### src/rtl/fft_vec_rr_scheduler_pkg.sv
// Shared constants for the FFT vector round-robin scheduler: FSM encodings and
// the index-width helper used to size the source tag and beat counter.
package fft_sched_pkg;

  typedef logic [0:0] state_t;

  localparam state_t ST_IDLE   = 1'b0;
  localparam state_t ST_SERIAL = 1'b1;

  // Width of an index into n items; never below 1 so single-entry ranges still get a bit.
  function automatic int unsigned idx_w(input int unsigned n);
    return (n > 1) ? $clog2(n) : 1;
  endfunction

endpackage

### src/rtl/fft_vec_rr_scheduler_if.sv
// Requester and downstream handshake bundle. The slave modport is the scheduler's
// view; the master modport is the view of the requesters plus the downstream sink.
interface fft_vec_rr_scheduler_if #(
  parameter int WIDTH = 8,
  parameter int DEPTH = 4,
  parameter int N_REQ = 4
);
  import fft_sched_pkg::*;

  localparam int SRC_W = idx_w(N_REQ);

  logic [N_REQ-1:0]                         req_valid;
  logic [N_REQ-1:0]                         req_ready;
  logic [N_REQ-1:0][DEPTH-1:0][WIDTH-1:0]   req_data;

  logic                                     down_valid;
  logic                                     down_ready;
  logic [WIDTH-1:0]                         down_data;
  logic [SRC_W-1:0]                         down_src;
  logic                                     down_last;

  modport master (
    output req_valid,
    output req_data,
    output down_ready,
    input  req_ready,
    input  down_valid,
    input  down_data,
    input  down_src,
    input  down_last
  );

  modport slave (
    input  req_valid,
    input  req_data,
    input  down_ready,
    output req_ready,
    output down_valid,
    output down_data,
    output down_src,
    output down_last
  );

endinterface

### src/rtl/fft_vec_rr_scheduler_rr_arbiter.sv
// Combinational round-robin pick: first asserted request at or after ptr, wrapping.
// Holds no state; the owner keeps the pointer.
module rr_arbiter
  import fft_sched_pkg::*;
#(
  parameter int N = 4,
  localparam int PW = idx_w(N)
) (
  input  logic [N-1:0]  req,
  input  logic [PW-1:0] ptr,
  output logic [N-1:0]  gnt,
  output logic [PW-1:0] gnt_idx,
  output logic          any
);

  localparam logic [N-1:0] ONE = {{(N-1){1'b0}}, 1'b1};

  always_comb begin
    gnt_idx = '0;
    any     = 1'b0;
    for (int k = 0; k < N; k++) begin
      if (!any && req[(int'(ptr) + k) % N]) begin
        any     = 1'b1;
        gnt_idx = PW'((int'(ptr) + k) % N);
      end
    end
    gnt = any ? (ONE << gnt_idx) : '0;
  end

endmodule

### src/rtl/fft_vec_rr_scheduler.sv
// Shares one vector-to-stream serializer between N_REQ requesters: grants a whole
// vector round-robin, latches it, and streams it word by word tagged with source/last.
module fft_vec_rr_scheduler
  import fft_sched_pkg::*;
#(
  parameter int WIDTH = 8,
  parameter int DEPTH = 4,
  parameter int N_REQ = 4
) (
  input  logic                  clk,
  input  logic                  arstn,
  fft_vec_rr_scheduler_if.slave bus,
  output logic                  busy
);

  localparam int SRC_W = idx_w(N_REQ);
  localparam int CNT_W = idx_w(DEPTH);
  localparam logic [CNT_W-1:0] CNT_LAST = CNT_W'(DEPTH - 1);
  localparam logic [SRC_W-1:0] SRC_LAST = SRC_W'(N_REQ - 1);

  state_t                      state_q, state_d;
  logic [CNT_W-1:0]            cnt_q,   cnt_d;
  logic [SRC_W-1:0]            src_q,   src_d;
  logic [SRC_W-1:0]            ptr_q,   ptr_d;
  logic [DEPTH-1:0][WIDTH-1:0] vbuf_q,  vbuf_d;

  logic [N_REQ-1:0] gnt;
  logic [SRC_W-1:0] gnt_idx;
  logic             any;
  logic             serial;
  logic             at_last;
  logic             load_ok;
  logic             load;

  rr_arbiter #(.N(N_REQ)) u_arb (
    .req     (bus.req_valid),
    .ptr     (ptr_q),
    .gnt     (gnt),
    .gnt_idx (gnt_idx),
    .any     (any)
  );

  assign serial  = (state_q == ST_SERIAL);
  assign at_last = (cnt_q == CNT_LAST);

  // Loading on the final beat's handshake is what removes the bubble between vectors.
  assign load_ok = !serial || (at_last && bus.down_ready);
  assign load    = load_ok && any;

  // Gated by arstn directly so no grant can leak out while reset is held.
  assign bus.req_ready = (arstn && load) ? gnt : '0;

  always_comb begin
    state_d = state_q;
    cnt_d   = cnt_q;
    src_d   = src_q;
    ptr_d   = ptr_q;
    vbuf_d  = vbuf_q;
    if (load) begin
      vbuf_d  = bus.req_data[gnt_idx];
      src_d   = gnt_idx;
      cnt_d   = '0;
      ptr_d   = (gnt_idx == SRC_LAST) ? '0 : gnt_idx + 1'b1;
      state_d = ST_SERIAL;
    end else if (serial && bus.down_ready) begin
      if (!at_last) begin
        cnt_d = cnt_q + 1'b1;
      end else begin
        state_d = ST_IDLE;
      end
    end
  end

  always_ff @(posedge clk or negedge arstn) begin
    if (!arstn) begin
      state_q <= ST_IDLE;
      cnt_q   <= '0;
      src_q   <= '0;
      ptr_q   <= '0;
      vbuf_q  <= '0;
    end else begin
      state_q <= state_d;
      cnt_q   <= cnt_d;
      src_q   <= src_d;
      ptr_q   <= ptr_d;
      vbuf_q  <= vbuf_d;
    end
  end

  // cnt stays on the last word after a vector ends, so data/src hold their final values in IDLE.
  assign bus.down_valid = serial;
  assign bus.down_data  = vbuf_q[cnt_q];
  assign bus.down_src   = src_q;
  assign bus.down_last  = serial && at_last;
  assign busy           = serial;

endmodule

### src/flat_wrapper.sv
// flat-port wrapper written by rule: the top's interface ports become plain ports
module fft_vec_rr_scheduler_flat import fft_sched_pkg::*;
#(
  parameter int WIDTH = 8,
  parameter int DEPTH = 4,
  parameter int N_REQ = 4
)
  (clk, arstn, busy, bus_req_valid, bus_req_data, bus_down_ready, bus_req_ready, bus_down_valid, bus_down_data, bus_down_src, bus_down_last);
  fft_vec_rr_scheduler_if #(.WIDTH(WIDTH), .DEPTH(DEPTH), .N_REQ(N_REQ)) bus_i ();
  input  logic clk;
  input  logic arstn;
  output logic busy;
  input wire logic [$bits(bus_i.req_valid)-1:0] bus_req_valid;
  input wire logic [$bits(bus_i.req_data)-1:0] bus_req_data;
  input wire logic [$bits(bus_i.down_ready)-1:0] bus_down_ready;
  output wire logic [$bits(bus_i.req_ready)-1:0] bus_req_ready;
  output wire logic [$bits(bus_i.down_valid)-1:0] bus_down_valid;
  output wire logic [$bits(bus_i.down_data)-1:0] bus_down_data;
  output wire logic [$bits(bus_i.down_src)-1:0] bus_down_src;
  output wire logic [$bits(bus_i.down_last)-1:0] bus_down_last;
  assign bus_i.req_valid = bus_req_valid;
  assign bus_i.req_data = bus_req_data;
  assign bus_i.down_ready = bus_down_ready;
  assign bus_req_ready = bus_i.req_ready;
  assign bus_down_valid = bus_i.down_valid;
  assign bus_down_data = bus_i.down_data;
  assign bus_down_src = bus_i.down_src;
  assign bus_down_last = bus_i.down_last;
  fft_vec_rr_scheduler #(.WIDTH(WIDTH), .DEPTH(DEPTH), .N_REQ(N_REQ)) u_core (.clk(clk), .arstn(arstn), .bus(bus_i), .busy(busy));
endmodule
### config.mk
export PLATFORM = sky130hd
export DESIGN_NAME = fft_vec_rr_scheduler_flat
export DESIGN_NICKNAME = d
export VERILOG_FILES = /design/src/rtl/fft_vec_rr_scheduler_pkg.sv /design/src/rtl/fft_vec_rr_scheduler_if.sv /design/src/rtl/fft_vec_rr_scheduler_rr_arbiter.sv /design/src/rtl/fft_vec_rr_scheduler.sv /design/src/flat_wrapper.sv
export SDC_FILE = /design/constraint.sdc
export NUM_CORES = 1
export LEC_CHECK = 0
export CAP_MARGIN = 20
export CORE_MARGIN = 10
export CORE_UTILIZATION = 44
export DETAILED_ROUTE_END_ITERATION = 16
export PLACE_DENSITY = 0.92
export SETUP_SLACK_MARGIN = 0.05
export SYNTH_ARGS = -nofsm -noshare
export SYNTH_HDL_FRONTEND = slang
export SYNTH_SLANG_ARGS = --single-unit
### constraint.sdc
create_clock -name clk -period 2.9 [get_ports clk]
set_input_delay 0.58 -clock clk [delete_from_list [all_inputs] [get_ports clk]]
set_output_delay 0.58 -clock clk [all_outputs]
set_load 0.03 [all_outputs]
* Word level (Yosys, flattened, before mapping)
Cells that the tools add are included.
** Storage, ports and cells
- Flip-flop bits (word level) :: 39
- Input port bits :: 135
- Output and inout port bits :: 17
- Logic and storage cells :: 78
** Operators by class
- Add/subtract/negate cells :: 5
- Magnitude comparators :: 6
- Equality and inequality tests :: 3
- Shift operators :: 1
- Mux-type cells :: 32
- Bitwise gates (word level) :: 3
- Reduce and logical (&&, ||, !) cells :: 20
** Operator list (count)
- 32-bit binary-select mux with 2-bit select :: 1
- 32-bit 2-to-1 mux :: 1
- 8-bit binary-select mux with 2-bit select :: 1
- 2-bit 2-to-1 mux :: 8
- 1-bit 2-to-1 mux :: 14
- 3-bit by 4-bit < comparator with 1-bit output (second input constant) :: 3
- 2-bit by 3-bit < comparator with 1-bit output (second input constant) :: 3
- 1-bit binary-select mux with 2-bit select :: 4
- 1-bit logical AND :: 8
- 4-bit 2-to-1 mux :: 2
- 8-bit 2-to-1 mux :: 1
- 2-bit by 1-bit adder with 2-bit output (second input constant) :: 3
- 2-bit OR reduction :: 3
- 2-bit adder (second input constant) :: 2
- 2-bit equality test (second input constant) :: 2
- 1-bit zero test :: 4
- 2-bit AND reduction :: 2
- 2-bit nonzero test :: 2
- 1-bit by 2-bit << shifter with 4-bit output (first input constant) :: 1
- 1-bit bitwise AND (first input constant) :: 3
- 2-bit inequality test (second input constant) :: 1
- 1-bit logical OR :: 1

* Longest topological paths before layout
- Depth after elaboration :: 17
- Gate-level depth with buffers :: 8
- Mapped depth without buffers :: 7

* Modules after synthesis
From an unflattened synthesis, not the netlist that was laid out.
** Unflattened totals
- Cells, all modules :: 183
- Area, all modules :: 2875.3 um2
** By module, submodules not included
- fft_vec_rr_scheduler :: times used 1, cells each 151, area each 2692.6 um2, sequential area each 975.9 um2
- rr_arbiter :: times used 1, cells each 32, area each 182.7 um2, sequential area each 0.0 um2

* Least setup slack after synthesis
OpenSTA, ideal clock, no wires.
- Kind :: input port to output port
- From :: input port bus_req_valid[3]
- To :: output port bus_req_ready[2]
- Arrival :: 2.165 ns
- Data required time :: 2.320 ns
- Slack :: 0.155 ns
- Stages :: 5
- Path buffers :: 1
- Cell sequence :: nand3b_1 o21ai_1 a211oi_4 buf_4 nor3b_1
** On the way
- Longest elaborated chain between the ends :: 15
- Elaborated cells on any way between the ends :: 30
- Those cells by class :: 1 x shift; 21 x mux; 8 x reduce/logical
** Ends and longest elaborated chain
- from (decl) :: line flat_wrapper.sv:13 : input wire logic [$bits(bus_i.req_valid)-1:0] bus_req_valid;
- 1-bit binary-select mux with 2-bit select :: line fft_vec_rr_scheduler_rr_arbiter.sv:22 : if (!any && req[(int'(ptr) + k) % N]) begin
- 1-bit 2-to-1 mux (not written as such) :: line fft_vec_rr_scheduler_rr_arbiter.sv:22
- 1-bit 2-to-1 mux :: line fft_vec_rr_scheduler_rr_arbiter.sv:22
- 1-bit zero test :: line fft_vec_rr_scheduler_rr_arbiter.sv:22
- 1-bit logical AND :: line fft_vec_rr_scheduler_rr_arbiter.sv:22
- 1-bit 2-to-1 mux :: line fft_vec_rr_scheduler_rr_arbiter.sv:22
- 1-bit zero test :: line fft_vec_rr_scheduler_rr_arbiter.sv:22
- 1-bit logical AND :: line fft_vec_rr_scheduler_rr_arbiter.sv:22
- 1-bit 2-to-1 mux :: line fft_vec_rr_scheduler_rr_arbiter.sv:22
- 1-bit zero test :: line fft_vec_rr_scheduler_rr_arbiter.sv:22
- 1-bit logical AND :: line fft_vec_rr_scheduler_rr_arbiter.sv:22
- 2-bit 2-to-1 mux / 1-bit 2-to-1 mux (equally long branches) :: line fft_vec_rr_scheduler_rr_arbiter.sv:22
- 1-bit by 2-bit << shifter with 4-bit output / 1-bit logical AND (equally long branches) :: line fft_vec_rr_scheduler_rr_arbiter.sv:27, fft_vec_rr_scheduler.sv:48
- 4-bit 2-to-1 mux / 1-bit logical AND (equally long branches) :: line fft_vec_rr_scheduler_rr_arbiter.sv:27, fft_vec_rr_scheduler.sv:51
- 4-bit 2-to-1 mux (*) :: line fft_vec_rr_scheduler.sv:51 : assign bus.req_ready = (arstn && load) ? gnt : '0;
- to (decl) :: line flat_wrapper.sv:16 : output wire logic [$bits(bus_i.req_ready)-1:0] bus_req_ready;
Every way passes the cells marked *; elsewhere a longest branch is shown, timed or not. The select of a mux whose other input is x is not followed.

* Worst setup path after layout
- From :: input port bus_req_valid[3]
- To :: output port bus_req_ready[3]
The elaborated chain is that of the path after synthesis.

==> run summary <==
status: finished, final reports clean
Final WS setup: 146 ps
data required time of the critical path: 2320 ps
worst-margin pin slew: 706 ps
sw power: 1500 uW
final net count: 595
Worst EP arrival: 2170 ps
Inst Count DP: 528
Worst Setup End Kind: output pin
register area share after synthesis: 33.2%
first-pass GRT wire length: 16900 um
Final period util: 95.0%
clock root buffer master: clkbuf_8
largest net degree at the start of global routing: 67
post-synthesis cell count: 317
Max Freq: 363 MHz
post-synth cell types: 33
Sink Count: 39
Starting DRT DRC Count: 143
Maximum Capacitance Violations: 0
Reg clk slew, reported paths: 70 ps
antenna-violating nets left: 0
Total GRT Usage: 20.3%
final wirelength: 10900 um
Synth area leaders: dfrtp_1 (33%), nand2_1 (9.6%), a2111oi_0 (7.8%)
WS Path Type: input port to output pin
syn nets: 454
Hold Crit Class: input port to asynchronous set/reset pin
std cell rows: 29
final core occ: 72.1%
DRT Pass-1 Iters: 4
largest family of logic cells by synthesized area: compound AO/OA/AOI/OAI gates
placed wire-length estimate: 8370 um
Worst VDD drop: 0.000778 V
synthesis-stage register bit count: 39
CTS Buf Count: 5
Post-route DRC: 0
area grow syn2layout: 57.8%
Mean Syn Cell Area: 9.26 um^2
Synth area leader: dfrtp_1
post-synthesis compound-gate area fraction: 28.3%
number of port buffers: 151
Final Non-Filler Cells: 535
Vias/cell: 5.88
LEAKAGE: 0.00179 uW
Sequential Power Share: 29.5%
via count: 3147
crit path launch type: input port
Worst Clk Skew: 4.63 ps
worst reg2reg path endpoint: u_core.vbuf_q[27]$_DFFE_PN0P_
final antenna diode count: 0
Post-Synth Adder-Cell Area: 0.853%
crit-path max FO: 6
setup tns final: 0 ps
XOR/XNOR Fraction of Synth Area: 0%
TritonCTS clock tree: yes
flop-to-flop setup slack: 570 ps
Ports: 152
commonest non-fill, non-tap cell in the layout: clkdlybuf4s50_1
initial antenna violation count: 0
yosys warns: 0
clk_lat worst skew: 280 ps
GRT overflow: 0
share of layout cells above drive strength 1: 12.2%
WL/cell: 20.4 um
mux cell area share after synthesis: 6.82%
die area: 10300 um^2
gpl congestion: 0.855
final hold slack: 420 ps
Combinational Power Share: 58.4%
most frequent cells in the layout: clkdlybuf4s50_1 (146), nand2_1 (75), dfrtp_1 (37)
dpl ws: 107 ps
clock share of power: 12.1%
H-tree depth: 2
post-synth top area share: 33.2%
RSZ-0062 raised after global routing: no
internal power: 2040 uW
via count of the first global-routing pass: 3368
Synth Cell Area: 2940 um^2
endpoints failing setup: 0
die height: 102 um
initial cell density of the core: 45.7%
Reg2Reg Depth: 7
Simple-Gate Fraction of Synth Area: 24.0%
minimum clock period: 2750 ps
clk buf depth: 2
Final Slew Violations: 0
Slew HR: 51.7%
pwr dens: 765 nW/um^2
Switching Fraction: 42.4%
DIE WIDTH: 102 um
Final Hold Viols: 0
FF-to-FF Start: u_core.cnt_q[0]$_DFFE_PN0P_
CORE AREA: 6420 um^2
==> per-stage QoR <==
stage | area (um^2) | power, uW
final | 4630 | 3540
after global routing | 4630 | 3740
after CTS | 4630 | 3550
after detailed placement | 4520 | 3110
after global placement | 4520 | 3040
after floorplan | 2940 | 2330
==> kinds of logic after synthesis <==
logic type | Yosys count
AND/OR/NAND/NOR | 153
multiplexers | 10
flip-flops | 39
adder cells (fa/ha/maj) | 2
buffers and inverters | 36
AO/OA/AOI/OAI | 77
==> sequential cells by signal (all words and copies together), names as in the netlist <==
register and cells:
u_core.bus.down_src 2, u_core.bus.down_valid 1, u_core.ptr_q 2, u_core.cnt_q 2, u_core.vbuf_q 32
==> power by group through the flow <==
stage	logic [uW]	registers [uW]	clock network (uW)
after CTS	2080	1040	436
after floorplan	1390	945	0
after detailed placement	2070	1040	0
after global routing	2220	1070	455
after global placement	2000	1040	0
final	2070	1040	429
==> layer usage <==
metal  global-route usage [%]  part of all wire (%)  vias up
met5                        0                     0        -
met4                     3.30                  0.88        0
met3                     5.72                   7.7        8
met2                     37.4                    53      131
met1                     23.1                    38     1527
li1                         -                     -     1481
==> worst max-delay path by stage <==
stage	to	from
2_1_floorplan	bus_req_ready[2]	bus_req_valid[3]
3_3_place_gp	u_core.vbuf_q[19]$_DFFE_PN0P_	bus_req_valid[2]
3_5_place_dp	u_core.vbuf_q[27]$_DFFE_PN0P_	bus_req_valid[0]
4_1_cts	bus_req_ready[3]	bus_req_valid[3]
5_1_grt	bus_req_ready[3]	bus_req_valid[3]
6_report	bus_req_ready[3]	bus_req_valid[3]
==> synthesized netlist by cell type (all sizes together) <==
cell and number:
a21oi 2, o22ai 2, nor4 1, nor2 34, a2bb2oi 1, a32o 2, inv 3, and2 2
nand2 76, nand2b 3, nor3 2, and3 33, nor3b 1, o21ai 2, clkbuf 11, dfrtp 39
a211oi 1, a2111oi 32, a311oi 32, nand3b 1, buf 22, a21o 3, mux2i 2, ha 2
mux4 8
==> worst max-delay path, cell delays in order <==
cell and delay [ps]:
clkdlybuf4s50_1 510, buf_4 150, o22ai_1 110, a211oi_4 330
ha_1 200, and3_1 140, buf_4 160
==> timing repair <==
| action | CTS | global route |
|---|---|---|
| buffers inserted | 0 | 0 |
| setup endpoints to repair | 0 | 2 |
| hold buffers | 0 | 0 |
| hold endpoints to repair | 0 | 0 |
| resized for setup | 0 | 2 |
==> layout make-up <==
| class | instances | area (um^2) |
|---|---|---|
| Fill cell | 467 | 1790 |
| Timing Repair Buffer | 167 | 1670 |
| Tap cell | 77 | 96.3 |
| Multi-Input combinational cell | 242 | 1770 |
| Inverter | 3 | 11.3 |
| Clock inverter | 2 | 37.5 |
| Clock buffer | 5 | 68.8 |
| Sequential cell | 39 | 978 |
No activity file was read; power rests on OpenSTA's default activity.
